<file path="config.mk">
export PLATFORM = sky130hd
export DESIGN_NAME = pacman_motion_ctrl
export DESIGN_NICKNAME = d
export VERILOG_FILES = /design/src/rtl/pacman_pkg.sv /design/src/rtl/pacman_motion_ctrl_move_tick_gen.sv /design/src/rtl/pacman_motion_ctrl.sv
export SDC_FILE = /design/constraint.sdc
export NUM_CORES = 1
export LEC_CHECK = 0
export ABC_AREA = 1
export CORE_MARGIN = 1.5
export CORE_UTILIZATION = 50
export CTS_CLUSTER_DIAMETER = 50
export DETAILED_ROUTE_END_ITERATION = 8
export PLACE_DENSITY = 0.73
export SYNTH_ARGS = -nofsm -noshare
export SYNTH_HDL_FRONTEND = slang
export SYNTH_HIERARCHICAL = 1
export SYNTH_SLANG_ARGS = --single-unit
</file>
<file path="constraint.sdc">
create_clock -name clk -period 3.6 [get_ports clk]
set_input_delay 0.54 -clock clk [delete_from_list [all_inputs] [get_ports clk]]
set_output_delay 0.54 -clock clk [all_outputs]
set_load 0.005 [all_outputs]
</file>
<file path="src/rtl/pacman_pkg.sv">
// Shared encodings and maze/display geometry for the sprite motion engine.
package pacman_pkg;

    localparam int TILE_LOG2       = 4;
    localparam int MOVE_TO_CENTER  = 7;
    localparam int H_VISIBLE_START = 336;
    localparam int V_VISIBLE_START = 27;

    localparam logic [3:0] DIR_R = 4'b0001;
    localparam logic [3:0] DIR_L = 4'b0010;
    localparam logic [3:0] DIR_U = 4'b0100;
    localparam logic [3:0] DIR_D = 4'b1000;

    typedef enum logic [1:0] {
        ST_IDLE,
        ST_QREQ,
        ST_QCUR,
        ST_MOVE
    } mc_state_e;

    function automatic logic [3:0] dir_opposite(input logic [3:0] d);
        case (d)
            DIR_R:   return DIR_L;
            DIR_L:   return DIR_R;
            DIR_U:   return DIR_D;
            DIR_D:   return DIR_U;
            default: return 4'b0000;
        endcase
    endfunction

endpackage

</file>
<file path="src/rtl/pacman_motion_ctrl_move_tick_gen.sv">
// Free-running divider: one-cycle tick every STEP_DIV clocks (on count STEP_DIV-1).
module move_tick_gen #(
    parameter int STEP_DIV = 1_000_000
) (
    input  logic clk,
    input  logic rst,
    output logic tick
);

    localparam int CW = (STEP_DIV > 2) ? $clog2(STEP_DIV) : 1;

    logic [CW-1:0] cnt_q, cnt_d;

    always_comb begin
        tick  = (cnt_q == CW'(STEP_DIV - 1));
        cnt_d = tick ? '0 : cnt_q + CW'(1);
    end

    // NOTE: sequential state uses non-blocking assignments only.
    always_ff @(posedge clk or negedge rst) begin
        if (!rst) cnt_q <= '0;
        else      cnt_q <= cnt_d;
    end

endmodule

</file>
<file path="src/rtl/pacman_motion_ctrl.sv">
// Maze sprite mover: buffered turn request, wall-query handshake, tunnel wrap,
// paced by move_tick_gen and holdable by freeze.
module pacman_motion_ctrl #(
    parameter int STEP_DIV        = 1_000_000,
    parameter int TILE_LOG2       = pacman_pkg::TILE_LOG2,
    parameter int MOVE_TO_CENTER  = pacman_pkg::MOVE_TO_CENTER,
    parameter int H_VISIBLE_START = pacman_pkg::H_VISIBLE_START,
    parameter int V_VISIBLE_START = pacman_pkg::V_VISIBLE_START,
    parameter int MAP_COLS        = 28,
    parameter int MAP_ROWS        = 31,
    parameter int START_COL       = 14,
    parameter int START_ROW       = 23
) (
    input  logic        clk,
    input  logic        rst,
    input  logic        rbtn,
    input  logic        lbtn,
    input  logic        ubtn,
    input  logic        dbtn,
    input  logic        freeze,
    output logic        wq_valid,
    input  logic        wq_ready,
    output logic [6:0]  wq_idx_x,
    output logic [5:0]  wq_idx_y,
    input  logic        wq_wall,
    output logic [10:0] pos_x,
    output logic [9:0]  pos_y,
    output logic [6:0]  mat_idx_x,
    output logic [5:0]  mat_idx_y,
    output logic [3:0]  dir_out,
    output logic        at_center
);
    import pacman_pkg::*;

    localparam int TILE = 1 << TILE_LOG2;
    localparam logic [10:0] X_MIN = 11'(H_VISIBLE_START);
    localparam logic [10:0] X_MAX = 11'(H_VISIBLE_START + MAP_COLS * TILE - 1);
    localparam logic [9:0]  Y_MIN = 10'(V_VISIBLE_START);
    localparam logic [10:0] X_RST = 11'(H_VISIBLE_START + START_COL * TILE + MOVE_TO_CENTER);
    localparam logic [9:0]  Y_RST = 10'(V_VISIBLE_START + START_ROW * TILE + MOVE_TO_CENTER);
    localparam logic [TILE_LOG2-1:0] CTR = TILE_LOG2'(MOVE_TO_CENTER);

    mc_state_e   state_q, state_d;
    logic [10:0] pos_x_q, pos_x_d;
    logic [9:0]  pos_y_q, pos_y_d;
    logic [3:0]  dir_q, dir_d;
    logic [3:0]  req_dir_q, req_dir_d;
    logic [3:0]  qdir_q, qdir_d;
    logic        pend_q, pend_d;
    logic        tick, consume;

    logic [10:0] off_x;
    logic [9:0]  off_y;
    logic [3:0]  q_dir;
    logic [6:0]  nb_x;
    logic [5:0]  nb_y;

    move_tick_gen #(.STEP_DIV(STEP_DIV)) u_tick (
        .clk  (clk),
        .rst  (rst),
        .tick (tick)
    );

    assign off_x     = pos_x_q - X_MIN;
    assign off_y     = pos_y_q - Y_MIN;
    assign mat_idx_x = 7'(off_x >> TILE_LOG2);
    assign mat_idx_y = 6'(off_y >> TILE_LOG2);
    assign at_center = (off_x[TILE_LOG2-1:0] == CTR) && (off_y[TILE_LOG2-1:0] == CTR);
    assign pos_x     = pos_x_q;
    assign pos_y     = pos_y_q;
    assign dir_out   = dir_q;

    // The turn query uses the direction latched on entry so the index stays put while waiting.
    always_comb begin
        q_dir = (state_q == ST_QREQ) ? qdir_q : dir_q;
        nb_x  = mat_idx_x;
        nb_y  = mat_idx_y;
        case (q_dir)
            DIR_R:   nb_x = (mat_idx_x == 7'(MAP_COLS - 1)) ? 7'd0 : mat_idx_x + 7'd1;
            DIR_L:   nb_x = (mat_idx_x == 7'd0) ? 7'(MAP_COLS - 1) : mat_idx_x - 7'd1;
            DIR_U:   nb_y = (mat_idx_y == 6'd0) ? 6'd0 : mat_idx_y - 6'd1;
            DIR_D:   nb_y = (mat_idx_y == 6'(MAP_ROWS - 1)) ? mat_idx_y : mat_idx_y + 6'd1;
            default: ;
        endcase
        wq_idx_x = nb_x;
        wq_idx_y = nb_y;
    end

    // NOTE: every combinational output gets a default first so no latch is inferred.
    always_comb begin
        state_d  = state_q;
        pos_x_d  = pos_x_q;
        pos_y_d  = pos_y_q;
        dir_d    = dir_q;
        qdir_d   = qdir_q;
        consume  = 1'b0;
        wq_valid = 1'b0;

        if      (rbtn) req_dir_d = DIR_R;
        else if (lbtn) req_dir_d = DIR_L;
        else if (ubtn) req_dir_d = DIR_U;
        else if (dbtn) req_dir_d = DIR_D;
        else           req_dir_d = req_dir_q;

        case (state_q)
            ST_IDLE: begin
                if (pend_q && !freeze) begin
                    consume = 1'b1;
                    if (req_dir_q == dir_opposite(dir_q)) begin
                        dir_d   = req_dir_q;
                        state_d = ST_MOVE;
                    end else if (!at_center) begin
                        state_d = ST_MOVE;
                    end else if (req_dir_q != dir_q) begin
                        qdir_d  = req_dir_q;
                        state_d = ST_QREQ;
                    end else begin
                        state_d = ST_QCUR;
                    end
                end
            end
            ST_QREQ: begin
                wq_valid = 1'b1;
                if (wq_ready) begin
                    if (!wq_wall) dir_d = qdir_q;
                    state_d = ST_QCUR;
                end
            end
            ST_QCUR: begin
                wq_valid = 1'b1;
                if (wq_ready) state_d = wq_wall ? ST_IDLE : ST_MOVE;
            end
            ST_MOVE: begin
                // A freeze arriving after the query completed parks the move until release.
                if (!freeze) begin
                    state_d = ST_IDLE;
                    case (dir_q)
                        DIR_R:   pos_x_d = (pos_x_q == X_MAX) ? X_MIN : pos_x_q + 11'd1;
                        DIR_L:   pos_x_d = (pos_x_q == X_MIN) ? X_MAX : pos_x_q - 11'd1;
                        DIR_U:   pos_y_d = pos_y_q - 10'd1;
                        DIR_D:   pos_y_d = pos_y_q + 10'd1;
                        default: ;
                    endcase
                end
            end
            default: state_d = ST_IDLE;
        endcase

        pend_d = (pend_q && !consume) || tick;
    end

    always_ff @(posedge clk or negedge rst) begin
        if (!rst) begin
            state_q   <= ST_IDLE;
            pos_x_q   <= X_RST;
            pos_y_q   <= Y_RST;
            dir_q     <= DIR_R;
            req_dir_q <= DIR_R;
            qdir_q    <= DIR_R;
            pend_q    <= 1'b0;
        end else begin
            state_q   <= state_d;
            pos_x_q   <= pos_x_d;
            pos_y_q   <= pos_y_d;
            dir_q     <= dir_d;
            req_dir_q <= req_dir_d;
            qdir_q    <= qdir_d;
            pend_q    <= pend_d;
        end
    end

endmodule

</file>
[Word-level counts from Yosys, hierarchy flattened]
Cells that the tools add are included.
Word-level totals
  output and inout bits: 53
  word-level logic and storage cells: 102
  flip-flop bits (word level): 56
Operators by class
  bitwise logic cells: 2
  add/subtract/negate cells: 11
  reduce and logical (&&, ||, !) cells: 19
  mux-type cells: 36
  equal/unequal tests: 26
Operators with widths (number)
  4-bit 2-to-1 mux: 11
  11-bit 2-to-1 mux: 2
  11-bit case mux with 2 select lines: 1
  20-bit by 1-bit adder with 20-bit output (second input constant): 1
  20-bit equality test (second input constant): 1
  20-bit 2-to-1 mux: 1
  10-bit case mux with 2 select lines: 1
  4-bit by 3-bit equality test with 1-bit output (second input constant): 4
  2-bit 2-to-1 mux: 8
  4-bit case mux with 4 select lines: 1
  7-bit 2-to-1 mux: 2
  7-bit case mux with 2 select lines: 1
  6-bit 2-to-1 mux: 2
  2-bit != test (second input constant): 6
  6-bit case mux with 2 select lines: 1
  11-bit by 1-bit adder with 11-bit output (second input constant): 1
  11-bit by 10-bit equality test with 1-bit output (second input constant): 1
  11-bit by 9-bit equality test with 1-bit output (second input constant): 1
  11-bit by 1-bit subtractor with 11-bit output (second input constant): 1
  11-bit by 9-bit subtractor with 11-bit output (second input constant): 1
  10-bit by 1-bit adder with 10-bit output (second input constant): 1
  5-bit AND reduction: 2
  10-bit by 1-bit subtractor with 10-bit output (second input constant): 1
  10-bit by 5-bit subtractor with 10-bit output (second input constant): 1
  28 further kinds: 41

[Depth between registers and ports, before layout]
  depth after elaboration: 8
  gate-level depth with buffers: 14
  gate-level depth less buffers: 14

[Hierarchy]
The synthesis kept the hierarchy.
By module, submodules not included
  pacman_motion_ctrl: instances 1, cells each 584, seq. area each 917.1 um^2, area an instance 3868.7 um^2
  move_tick_gen: instances 1, cells each 162, seq. area each 500.5 um^2, area an instance 1204.9 um^2

[Worst setup path before layout]
OpenSTA, ideal clock, no wires.
  kind: register -> output
  start: register pos_x_q[4], in the netlist pos_x[4]
  end: output port wq_idx_x[0]
  data arrival time: 1.937 ns
  cell stages (with the launch flop): 14
  buffers on the path: 0
  path slack: 1.123 ns
  path through: dfstp_2 -> inv_2 -> ha_1 -> inv_1 -> nand2_2 -> nand2_1 -> nand2_1 -> nand2_1 -> nand3_2 -> nor2_2 -> nand2_2 -> nand2_1 -> nand2_1 -> nand3_1
Between the ends
  longest elaborated chain between the ends: 4
  elaborated cells between the ends (all ways): 8
  classes of those cells: 3 x add/sub; 1 x eq/ne; 3 x mux; 1 x reduce/logical
RTL lines
  start, declared: line pacman_motion_ctrl.sv:44  | logic [10:0] pos_x_q, pos_x_d;
  start signal, assigned: line pacman_motion_ctrl.sv:163  | pos_x_q <= pos_x_d;
  11-bit by 9-bit subtractor with 11-bit output (*): line pacman_motion_ctrl.sv:64  | assign off_x = pos_x_q - X_MIN;
  via mat_idx_x[0]: line pacman_motion_ctrl.sv:28  | output logic [6:0] mat_idx_x,
  7-bit by 1-bit subtractor with 7-bit output (tied with other cells): line pacman_motion_ctrl.sv:80  | DIR_L: nb_x = (mat_idx_x == 7'd0) ? 7'(MAP_COLS - 1) : mat_idx_x - 7'd1;
  7-bit 2-to-1 mux (on tied branches): line pacman_motion_ctrl.sv:80, pacman_motion_ctrl.sv:79
  7-bit case mux with 2 select lines (*): line pacman_motion_ctrl.sv:78  | case (q_dir)
  end, declared: line pacman_motion_ctrl.sv:23  | output logic [6:0] wq_idx_x,
Mark *: on every way through the listed nets, which the timed path passes. The rest lies on a longest branch.

[Final worst setup path]
  start: register pos_x_q[4], in the netlist pos_x[4]
  end: output port wq_idx_x[0]
Between the ends
  longest elaborated chain between the ends: 4
  elaborated cells between the ends (all ways): 8
  classes of those cells: 3 x add/sub; 1 x eq/ne; 3 x mux; 1 x reduce/logical
RTL lines (line)
  11-bit by 9-bit subtractor with 11-bit output (*): pacman_motion_ctrl.sv:64
  7-bit by 1-bit subtractor with 7-bit output (tied with other cells): pacman_motion_ctrl.sv:80
  7-bit 2-to-1 mux (on tied branches): pacman_motion_ctrl.sv:80, pacman_motion_ctrl.sv:79
  7-bit case mux with 2 select lines (*): pacman_motion_ctrl.sv:78
Every way passes the cells marked *; elsewhere a longest branch is shown, timed or not.

==> summary.md <==
| Metric | Value |
|---|---|
| Area leader, netlist | dfrtp_1 |
| Place WS | between 0.3 and 0.4 ns |
| Clock network power share | under 10% |
| Largest net degree at the start of global routing | 36 |
| Synth warn | 6 |
| Worst-path clk slew | 0.10 ns |
| Clk sinks | between 50 and 60 |
| Peak supply drop | between 0.0003 and 0.0004 V |
| Prevailing post-synth register cell | dfrtp_1 |
| Hpwl dp | 9.56 mm |
| Clk Latency, worst-skew pair | just over 0.3 ns |
| Initial antenna violation count | 0 |
| Crit share post-route | between 90% and 100% |
| Mapped cell area | a little over 5000 um2 |
| Logic gate share of total power | between 70 and 80% |
| Slowest stage delay, CP | around 0.59 ns |
| Die H | roughly 100 um |
| Row count | 36 |
| Final Setup Violations | 0 |
| Worst setup EP type | output pin |
| Int Pwr | 0.00256 W |
| Slew Viols, Final | 0 |
| Family with the most delay on the worst path | simple AND/OR/NAND/NOR gates |
| Worst Max-Slew Pin Slew | 0.793 ns |
| Fill cells | about 930 |
| Seq pwr share | 22.0% |
| CTS tree | yes |
| Antenna diode count | 0 |
| Initial Util | around 52% |
| GRT Total Usage | 23.1% |
| Sequence of cells on the critical path | inv_2, ha_1, inv_1, nand2_2, nand2_2, inv_2, nor2_4, nand3_2, nor2_2, nand2_2, nand2_1, nand2_1, nand3_1, clkdlybuf4s50_1 |
| Placer Congestion | roughly 0.9 |
| Max_slew headroom | roughly 47% |
| Fin crit period | about 3.4 ns |
| Routed vias/inst | roughly 5.2 |
| Clk buf depth | 2 |
| IO Port Bufs | 61 |
| Flops & latches, synth | 56 |
| Critical path data arrival time | about 2.8 ns |
| Hold-fix buffers, CTS | 0 |
| CP bufs+invs | 4 |
| RR Endpoint | pos_y[9] |
| Final hold vios | 0 |
| GR Layer Usage met2 | a little under two fifths |
| DR vias | just under 5k |
| FFs w/ async S/R, synth | 100% |
| Setup TNS Final | 0 ns |
| Leak | around 2.8 nW |
| Share of cells above drive strength 1 | a little under an eighth |
| Number of H-tree levels | 2 |
| Critical Path Most Common Cell | nand2_2 |
| Type of the worst setup path | reg -> out |
| Die Wd | 104 um |
| Reg2reg setup slack | around 0.92 ns |
| First-pass GRT wire length | 21.0 mm |
| Yosys cell types | 52 |
| Syn Inst Count | 746 |
| Number of flops mapped to enable cells by yosys | 0 |
| FF-to-FF Start | dir_out[1] |
| # DRC | 0 |
| PD cells | 837 nW/um2 |
| Syn-to-layout area delta | 16.2% |
| Vias in the first global route | about 4.6k |
| Critical Path RT | about 3 ns |
| Drt first pass iters | 5 |
| GRT overflow | 0 |
| Seq/Total Area, Yosys | 27.9% |
| Final WS setup | around 0.23 ns |
| DRT Wirelength | roughly 12 mm |
| Initial drt markers | 326 |
| Maxcap violations | 0 |
| Switching part of the total power | around 48% |
| Area of the core | 9820 um2 |
| Crit Path Max Fanout | 7 |
| Mean Syn Cell Area | between 6 and 7 um2 |
| Slowest CP cell | dfstp_2 |
| Die Footprint | 10800 um2 |
| Final nets | 836 |
| Syn nets | just under 800 |
| RSZ-0062 raised after global routing | no |
| WL/cell | between 10 and 15 um |
| Clock Skew | 0.00816 ns |
| Status | finished clean |
| Share of the synthesized area in the top cell type | roughly a fifth |
| GRT busiest layer | met2 |
| Routed Antenna Nets | 0 |
| R2R cell count | 11 |
| FMAX | a little under 300 MHz |
| Min-delay worst type | in -> async |
| CTS buffer count | 5 |
| Sw power | between 0.002 and 0.0025 W |
| GRT met3 Usage | 3.40% |
| Clock Tree Root | clkbuf_8 |
| Element type at the critical path start | flop |
| Synth top area cells | dfrtp_1, nand2_1, inv_1 |
| IO Count | just over 60 |
| Met1 usage | 31.6% |
[repair_timing]
action,in CTS,in global routing
gates resized for setup,0,4
setup endpoints to repair,0,13
buffers inserted,0,3
[synthesized netlist by cell type, types with 3 or more instances]
master    count
buf_2         6
nor3_1        7
nand2_1     187
nor2_4        4
ha_1         21
xnor2_1       5
nand2_2      13
a21oi_1      19
o21ai_0      54
inv_2        12
a22oi_1       3
nand3_2       5
xor2_1       32
inv_1       103
o211ai_1      3
nor2_1       75
buf_4         6
dfrtp_1      43
dfstp_2      13
nor2_2        8
nand3_1      72
nand4_1      13
[cell families after synthesis]
logic type | share of synthesized area [%]
AND/OR/NAND/NOR | 37.3
buffers and inverters | 10.3
AO/OA/AOI/OAI | 11.1
flip-flops | 27.9
XOR/XNOR | 7.79
adder cells (fa/ha/maj) | 5.57
[power by group through the flow]
stage | logic [W] | registers [W] | clock network [W]
2_1_floorplan | 0.00224 | 0.00103 | 0
3_3_place_gp | 0.00336 | 0.00111 | 0
3_5_place_dp | 0.00341 | 0.00112 | 0
4_1_cts | 0.00342 | 0.00111 | 0.000370
5_1_grt | 0.00390 | 0.00111 | 0.000390
6_report | 0.00349 | 0.00109 | 0.000354
[worst max path at each step]
stage	startpoint	to	slack, ns	cells after the start
global placement	state_q[1]	wq_idx_x[5]	0.50	13
floorplan	pos_x[4]	wq_idx_x[0]	1.12	13
finish	pos_x[4]	wq_idx_x[0]	0.23	14
CTS	pos_x[4]	wq_idx_x[0]	0.03	14
global route	state_q[1]	wq_idx_y[4]	0.02	11
detailed placement	pos_x[4]	wq_idx_x[0]	0.38	14
[layout make-up]
class / instances / area [um2] / area share, %
Multi-Input combinational cell: 561 / 3140 / 53.4
Sequential cell: 56 / 1420 / 24.1
Tap cell: 133 / 166 / 2.82
Inverter: 115 / 432 / 7.32
Clock buffer: 8 / 90.1 / 1.53
Timing Repair Buffer: 66 / 643 / 10.9
[stage by stage]
stage	power, W	hold slack (ns)	utilization [%]	area, um2	std cells
after floorplan	0.00327	0.244	-	5070	746
final	0.00493	0.302	60.0	5890	939
after detailed placement	0.00453	0.455	58.8	5770	928
after global routing	0.00541	0.383	60.0	5890	939
after CTS	0.00490	0.345	59.7	5860	936
after global placement	0.00447	0.444	58.8	5770	928
[per-layer routing]
| metal | vias to the layer above | wire length, um |
|---|---|---|
| li1 | 2489 | - |
| met4 | 0 | 159 |
| met1 | 2265 | 5660 |
| met5 | - | 0 |
| met3 | 13 | 577 |
| met2 | 132 | 5660 |
[placed cells by master, fill, tap and decap left out, types with 3 or more instances in the layout]
cell type / netlist / routed
inv_1: 103 / 103
nor2_2: 8 / 10
o21ai_0: 54 / 54
nand2_1: 187 / 186
xor2_1: 32 / 32
buf_4: 6 / 5
nand3_1: 72 / 72
dfstp_2: 13 / 13
nand2_2: 13 / 14
nor2_4: 4 / 4
inv_2: 12 / 12
a22oi_1: 3 / 3
o211ai_1: 3 / 3
a21oi_1: 19 / 19
clkdlybuf4s50_1: 0 / 60
ha_1: 21 / 20
nand4_1: 13 / 13
nand3_2: 5 / 5
nor2_1: 75 / 73
nor3_1: 7 / 7
dfrtp_1: 43 / 43
xnor2_1: 5 / 5
clkbuf_8: 0 / 6
[state kept, by name, indices dropped and copies added, names as in the netlist]
register / cells
dir_out: 4
state_q: 2
u_tick/cnt_q: 20
qdir_q: 4
pos_x: 11
req_dir_q: 4
pend_q: 1
pos_y: 10
Power figures use the tool's default switching activity.
